==> config.mk <==
export PLATFORM = sky130hd
export DESIGN_NAME = hazard_stall_unit
export DESIGN_NICKNAME = d
export VERILOG_FILES = /design/src/rtl/hazard_stall_unit.sv
export SDC_FILE = /design/constraint.sdc
export NUM_CORES = 1
export LEC_CHECK = 0
export ABC_AREA = 1
export CAP_MARGIN = 10
export CORE_UTILIZATION = 41
export DETAILED_ROUTE_END_ITERATION = 7
export HOLD_SLACK_MARGIN = 0.02
export PLACE_DENSITY_LB_ADDON = 0.1
export SLEW_MARGIN = 20
export SYNTH_ARGS = -nofsm -noshare
export SYNTH_HDL_FRONTEND = slang
export SYNTH_SLANG_ARGS = --single-unit
==> constraint.sdc <==
create_clock -name clk -period 1.8 [get_ports clk]
set_input_delay 0.36 -clock clk [delete_from_list [all_inputs] [get_ports clk]]
set_output_delay 0.36 -clock clk [all_outputs]
set_load 0.05 [all_outputs]
==> src/rtl/hazard_stall_unit.sv <==
// Hazard detection and stall sequencing for the 5-stage MIPS core; tracks in-flight destinations for forwarding.
// Optional performance counters are enabled by defining HAZARD_PERF_CNT_EN.
module hazard_stall_unit #(
  parameter int ADDR_W = 5,
  parameter int OP_W   = 6
) (
  input  logic              clk,
  input  logic              rst_n,
  input  logic [OP_W-1:0]   opcode_id,
  input  logic [ADDR_W-1:0] rs_id,
  input  logic [ADDR_W-1:0] rt_id,
  input  logic              uses_rs_id,
  input  logic              uses_rt_id,
  input  logic [ADDR_W-1:0] dst_id,
  input  logic              reg_write_id,
  input  logic              mem_read_id,
  input  logic              branch_taken_id,
  output logic              stall,
  output logic              idex_bubble,
  output logic              ifid_flush,
  output logic [ADDR_W-1:0] rd_addr_ex,
  output logic [ADDR_W-1:0] rd_addr_exmem,
  output logic [ADDR_W-1:0] rd_addr_memwb,
  output logic              reg_write_ex,
  output logic              reg_write_exmem,
  output logic              reg_write_memwb,
  output logic              mem_read_ex,
  output logic              mem_read_exmem
`ifdef HAZARD_PERF_CNT_EN
  ,
  output logic [31:0]       stall_cycles,
  output logic [31:0]       flush_count
`endif
);

  typedef enum logic [1:0] {
    RUN       = 2'b00,
    BR_STALL2 = 2'b01,
    STALL1    = 2'b10
  } stateT;

  localparam logic [OP_W-1:0]   OP_BLTZ = OP_W'(6'h01);
  localparam logic [OP_W-1:0]   OP_BEQ  = OP_W'(6'h04);
  localparam logic [OP_W-1:0]   OP_BNE  = OP_W'(6'h05);
  localparam logic [OP_W-1:0]   OP_BLEZ = OP_W'(6'h06);
  localparam logic [OP_W-1:0]   OP_BGTZ = OP_W'(6'h07);
  localparam logic [ADDR_W-1:0] ZERO_REG = {ADDR_W{1'b0}};

  stateT state, nextState;

  logic isBrRsRt, isBrRsOnly, isBranch;
  logic useRs, useRt;
  logic matchEx, matchExMem;
  logic hazLu, hazBrx, hazBrl, hazBrm;

  assign isBrRsRt   = (opcode_id == OP_BEQ) || (opcode_id == OP_BNE);
  assign isBrRsOnly = (opcode_id == OP_BLTZ) || (opcode_id == OP_BLEZ) || (opcode_id == OP_BGTZ);
  assign isBranch   = isBrRsRt || isBrRsOnly;

  // A branch compares the registers its class defines, regardless of the decoder's use flags.
  assign useRs = isBranch ? 1'b1 : uses_rs_id;
  assign useRt = isBranch ? isBrRsRt : uses_rt_id;

  assign matchEx = reg_write_ex && (rd_addr_ex != ZERO_REG) &&
                   ((useRs && (rd_addr_ex == rs_id)) || (useRt && (rd_addr_ex == rt_id)));
  assign matchExMem = reg_write_exmem && (rd_addr_exmem != ZERO_REG) &&
                      ((useRs && (rd_addr_exmem == rs_id)) || (useRt && (rd_addr_exmem == rt_id)));

  assign hazLu  = mem_read_ex && matchEx;
  assign hazBrx = isBranch && !mem_read_ex && matchEx;
  assign hazBrl = isBranch && mem_read_ex && matchEx;
  assign hazBrm = isBranch && mem_read_exmem && matchExMem;

  // FSM state register.
  always_ff @(posedge clk or negedge rst_n) begin
    if (!rst_n) begin
      state <= RUN;
    end else begin
      state <= nextState;
    end
  end

  // Next-state and Mealy stall/bubble decode.
  always_comb begin
    nextState   = state;
    stall       = 1'b0;
    idex_bubble = 1'b0;
    case (state)
      RUN, STALL1: begin
        if (hazBrl) begin
          nextState   = BR_STALL2;
          stall       = 1'b1;
          idex_bubble = 1'b1;
        end else if (hazLu || hazBrx || hazBrm) begin
          nextState   = STALL1;
          stall       = 1'b1;
          idex_bubble = 1'b1;
        end else begin
          nextState = RUN;
        end
      end
      BR_STALL2: begin
        nextState   = STALL1;
        stall       = 1'b1;
        idex_bubble = 1'b1;
      end
      default: begin
        nextState = RUN;
      end
    endcase
  end

  // A stalled branch is flushed only on its retry, once its operands are resolved.
  assign ifid_flush = branch_taken_id && isBranch && !stall;

  // Destination tracking: ID->EX (bubble inserts a NOP), then EX->MEM->WB every cycle.
  always_ff @(posedge clk or negedge rst_n) begin
    if (!rst_n) begin
      rd_addr_ex      <= ZERO_REG;
      rd_addr_exmem   <= ZERO_REG;
      rd_addr_memwb   <= ZERO_REG;
      reg_write_ex    <= 1'b0;
      reg_write_exmem <= 1'b0;
      reg_write_memwb <= 1'b0;
      mem_read_ex     <= 1'b0;
      mem_read_exmem  <= 1'b0;
    end else begin
      if (idex_bubble) begin
        rd_addr_ex   <= ZERO_REG;
        reg_write_ex <= 1'b0;
        mem_read_ex  <= 1'b0;
      end else begin
        rd_addr_ex   <= dst_id;
        reg_write_ex <= reg_write_id;
        mem_read_ex  <= mem_read_id;
      end
      rd_addr_exmem   <= rd_addr_ex;
      reg_write_exmem <= reg_write_ex;
      mem_read_exmem  <= mem_read_ex;
      rd_addr_memwb   <= rd_addr_exmem;
      reg_write_memwb <= reg_write_exmem;
    end
  end

`ifdef HAZARD_PERF_CNT_EN
  // Saturating stall-cycle and flush counters.
  always_ff @(posedge clk or negedge rst_n) begin
    if (!rst_n) begin
      stall_cycles <= 32'h0000_0000;
      flush_count  <= 32'h0000_0000;
    end else begin
      if (stall && (stall_cycles != 32'hFFFF_FFFF)) begin
        stall_cycles <= stall_cycles + 32'h0000_0001;
      end
      if (ifid_flush && (flush_count != 32'hFFFF_FFFF)) begin
        flush_count <= flush_count + 32'h0000_0001;
      end
    end
  end
`endif

endmodule

==> qor.csv <==
stage,metric,value,unit
status,run_status,"complete, but fails checks",
status,violations,setup timing,
critical_path,crit_fanout,5,
timing,period_share,1.21,
critical_path,ff2ff_setup_slack,0.16,ns
placement,pre_cts_ws,-0.489,ns
timing,finalClockSkew,0.000985,ns
logic_synthesis,synth_top_area_frac,0.472,
critical_path,critPathCaptureType,output port,
clock_network,clk_latency,0.31,ns
clock_network,cts.sinks,22,
logic_synthesis,yosys_warnings,0,
pwr,power.density,624,nW/um^2
floorplanning,start_util,0.450,
detailed_routing,wire_per_inst,12.1,um
finish,drive_gt1_frac,0.344,
placement,placed_cells,247,
detailed_routing,drt_iter0_markers,42,
floorplanning,die_area,3060,sq um
timing,rsz0062_at_grt,true,
floorplanning,fp.dieH,55.3,um
placement,portBuffers,50,
logic_synthesis,synth_edf_count,0,
clock_network,h-tree-depth,1,
detailed_routing,routed_wl,3100,um
pwr,pwr-share-clk,0.242,
finish,final_util,0.711,
pwr,ir_worst_vdd,0.000486,V
detailed_routing,dr.pass1.iters,4,
finish,fill_cells,224,
floorplanning,num_rows,18,
detailed_routing,drc_errors,0,
timing,holdWs,0.389,ns
timing,tightest_slew,0.284,ns
critical_path,r2r-start,rd_addr_ex[1]$_DFF_PN0_,
floorplanning,core_area,2590,sq um
logic_synthesis,synth_cells,161,
timing,relSlewSlack,0.811,
finish,multi_input_area,503,sq um
finish,nNetsFinal,256,
timing,finalCriticalPeriod,2.18,ns
logic_synthesis,syn_avg_cell_area,7.24,sq um
logic_synthesis,syn-num-nets,189,
logic_synthesis,synth_area,1170,sq um
min_path,hold_class,in2async,
timing,max_freq,458,MHz
clock_network,cts_tree,built,
critical_path,cp.arrival,1.82,ns
timing,hold_viol_final,0,
logic_synthesis,ys_seq_area_frac,0.472,
logic_synthesis,synthFlopType,dfrtp_1,
finish,antenna_cells,0,
logic_synthesis,synth_area_leaders,"dfrtp_1 47%, nand2_1 20%, inv_1 11%, a21oi_1 3.9%, nand4_1 2.1%",
clock_network,clock_tree.root_cell,clkbuf_4,
global_routing,grt_pass1_vias,1188,
flow_run,cap_violations,0,
logic_synthesis,synth.distinct_cells,20,
pwr,p_leak,1.01,nW
detailed_routing,vias_per_cell,4.66,
global_routing,grt_overflow,0,
timing,fin_ws,-0.383,ns
pwr,switchingPower,0.000377,W
logic_synthesis,synthArstFlopShare,1.00,
clock_network,path_clk_slew,0.12,ns
finish,seqCellArea,563,sq um
global_routing,grt_first_pass_wirelength,5270,um
critical_path,reg2reg_depth,13,
detailed_routing,num_vias,1198,
detailed_routing,antenna_left,0,
logic_synthesis,synth_area_leader_cell,dfrtp_1,
pwr,p_int,0.000771,W
floorplanning,die_w,55.3,um
logic_synthesis,ys_ff_latch,22,
global_routing,antenna_found_initial,0,
critical_path,crit_start,rd_addr_ex[1]$_DFF_PN0_,
floorplanning,io-pin-count,51,
placement,place.gp.congestion,0.872,
global_routing,grt_max_degree,23,
timing,setup_viol,3,
global_routing,gr-usage-all-layers,0.216,
critical_path,cp-endpoint,stall,
timing,drv_slew,0,
clock_network,cts.path.max_buffers,2,
clock_network,cts_buffers,3,
critical_path,setup.worst_path.class,reg2out,
critical_path,crit_path_start_kind,register,
finish,fin_cells,257,
critical_path,required,1.44,ns
pwr,p_seq_frac,0.477,
pwr,switching_share,0.328,
finish,syn_to_final_growth,57.9,%
placement,hpwl,2370,um
critical_path,r2r_end,state[1]$_DFF_PN0_,
pwr,p_comb_frac,0.281,
clock_network,hold_buffers,0,
metal layers:
metal,GRT usage,vias up,share of wire
met1,0.288,550,0.44
met5,0,-,0
met2,0.358,38,0.50
li1,-,608,-
met3,0.0445,2,0.051
met4,0.0536,0,0.0039
cell usage in the layout (no fill, tap or decap):
master / instances
nor3_2: 2
inv_2: 9
clkdlybuf4s50_1: 12
nor2_2: 4
nand4_1: 4
buf_12: 3
clkbuf_8: 1
dlygate4sd2_1: 15
nand2_4: 2
xor2_1: 1
clkbuf_4: 3
buf_4: 33
or2_0: 1
clkinvlp_4: 1
nand2_1: 60
nand3_2: 4
nand2_2: 4
a21oi_2: 2
nand3_1: 2
a21oi_1: 8
dfrtp_2: 10
inv_1: 27
nor2_1: 4
o21ai_0: 1
xnor2_1: 2
dfrtp_1: 12
state kept, by name, summed over array words and instances (netlist names):
| signal | count |
|---|---|
| state | 2 |
| mem_read_ex | 1 |
| mem_read_exmem | 1 |
| reg_write_memwb | 1 |
| rd_addr_exmem | 5 |
| reg_write_exmem | 1 |
| rd_addr_memwb | 5 |
| rd_addr_ex | 5 |
| reg_write_ex | 1 |
worst min-delay path by stage:
stage / end / from / cells after the start
finish: rd_addr_memwb[2]$_DFF_PN0_ / rst_n / 2
global route: reg_write_memwb$_DFF_PN0_ / rst_n / 2
CTS: rd_addr_memwb[1]$_DFF_PN0_ / rst_n / 2
detailed placement: mem_read_exmem$_DFF_PN0_ / mem_read_ex$_DFF_PN0_ / 0
global placement: reg_write_memwb$_DFF_PN0_ / reg_write_exmem$_DFF_PN0_ / 0
floorplan: mem_read_ex$_DFF_PN0_ / rst_n / 0
power by group through the flow:
stage	combinational, W	clock (W)	sequential (W)
after global routing	0.000350	0.000305	0.000553
after CTS	0.000319	0.000282	0.000549
after floorplan	0.0000815	0	0.000645
after detailed placement	0.000320	0	0.000559
final	0.000323	0.000277	0.000548
after global placement	0.000317	0	0.000557
logic make-up after synthesis:
kind of cell,synth area share
AOI/OAI and AO/OA,0.0504
xor gates and xnor gates,0.0225
buffers and inverters,0.126
DFF,0.472
and+or+nand+nor,0.329
area by class of cell:
cell class	count	share of cell area
Timing Repair Buffer	63	0.304
Clock buffer	4	0.0197
Multi-Input combinational cell	101	0.273
Sequential cell	22	0.306
Inverter	37	0.0774
Tap cell	30	0.0204
worst max-delay path: stages (launching register included):
cell and delay (ns):
dfrtp_2 0.47, inv_2 0.09, nand2_1 0.05, nand2_1 0.07, nand3_2 0.07, nor2_2 0.12, nand2_2 0.07, nand2_2 0.09
nand3_2 0.08, nand2_4 0.09, nand2_4 0.06, clkinvlp_4 0.11, buf_12 0.14
synth_stat cells (2+ instances only):
| library cell | number |
|---|---|
| nand2_1 | 62 |
| inv_1 | 34 |
| dfrtp_1 | 22 |
| a21oi_1 | 9 |
| nor2_1 | 6 |
| nand3_1 | 4 |
| nand4_1 | 4 |
| inv_2 | 3 |
| nand2_2 | 3 |
| nand3_2 | 2 |
| nor2_2 | 2 |
| xnor2_1 | 2 |
metrics by stage:
step	setup TNS, ns	power [W]	instance area, sq um
floorplan	-0.578	0.000726	1200
global placement	-2.21	0.000874	1760
detailed placement	-2.52	0.000879	1760
CTS	-1.11	0.00115	1820
global route	-1.48	0.00121	1840
finish	-1.11	0.00115	1840
what timing repair did:
action,4_1_cts,5_1_grt
pin swaps,13,4
setup endpoints to repair,3,4
cloned,0,0
gates resized for setup,21,3
setup buffers,4,2
hold endpoints to repair,0,0
No activity file was read; power rests on OpenSTA's default activity.
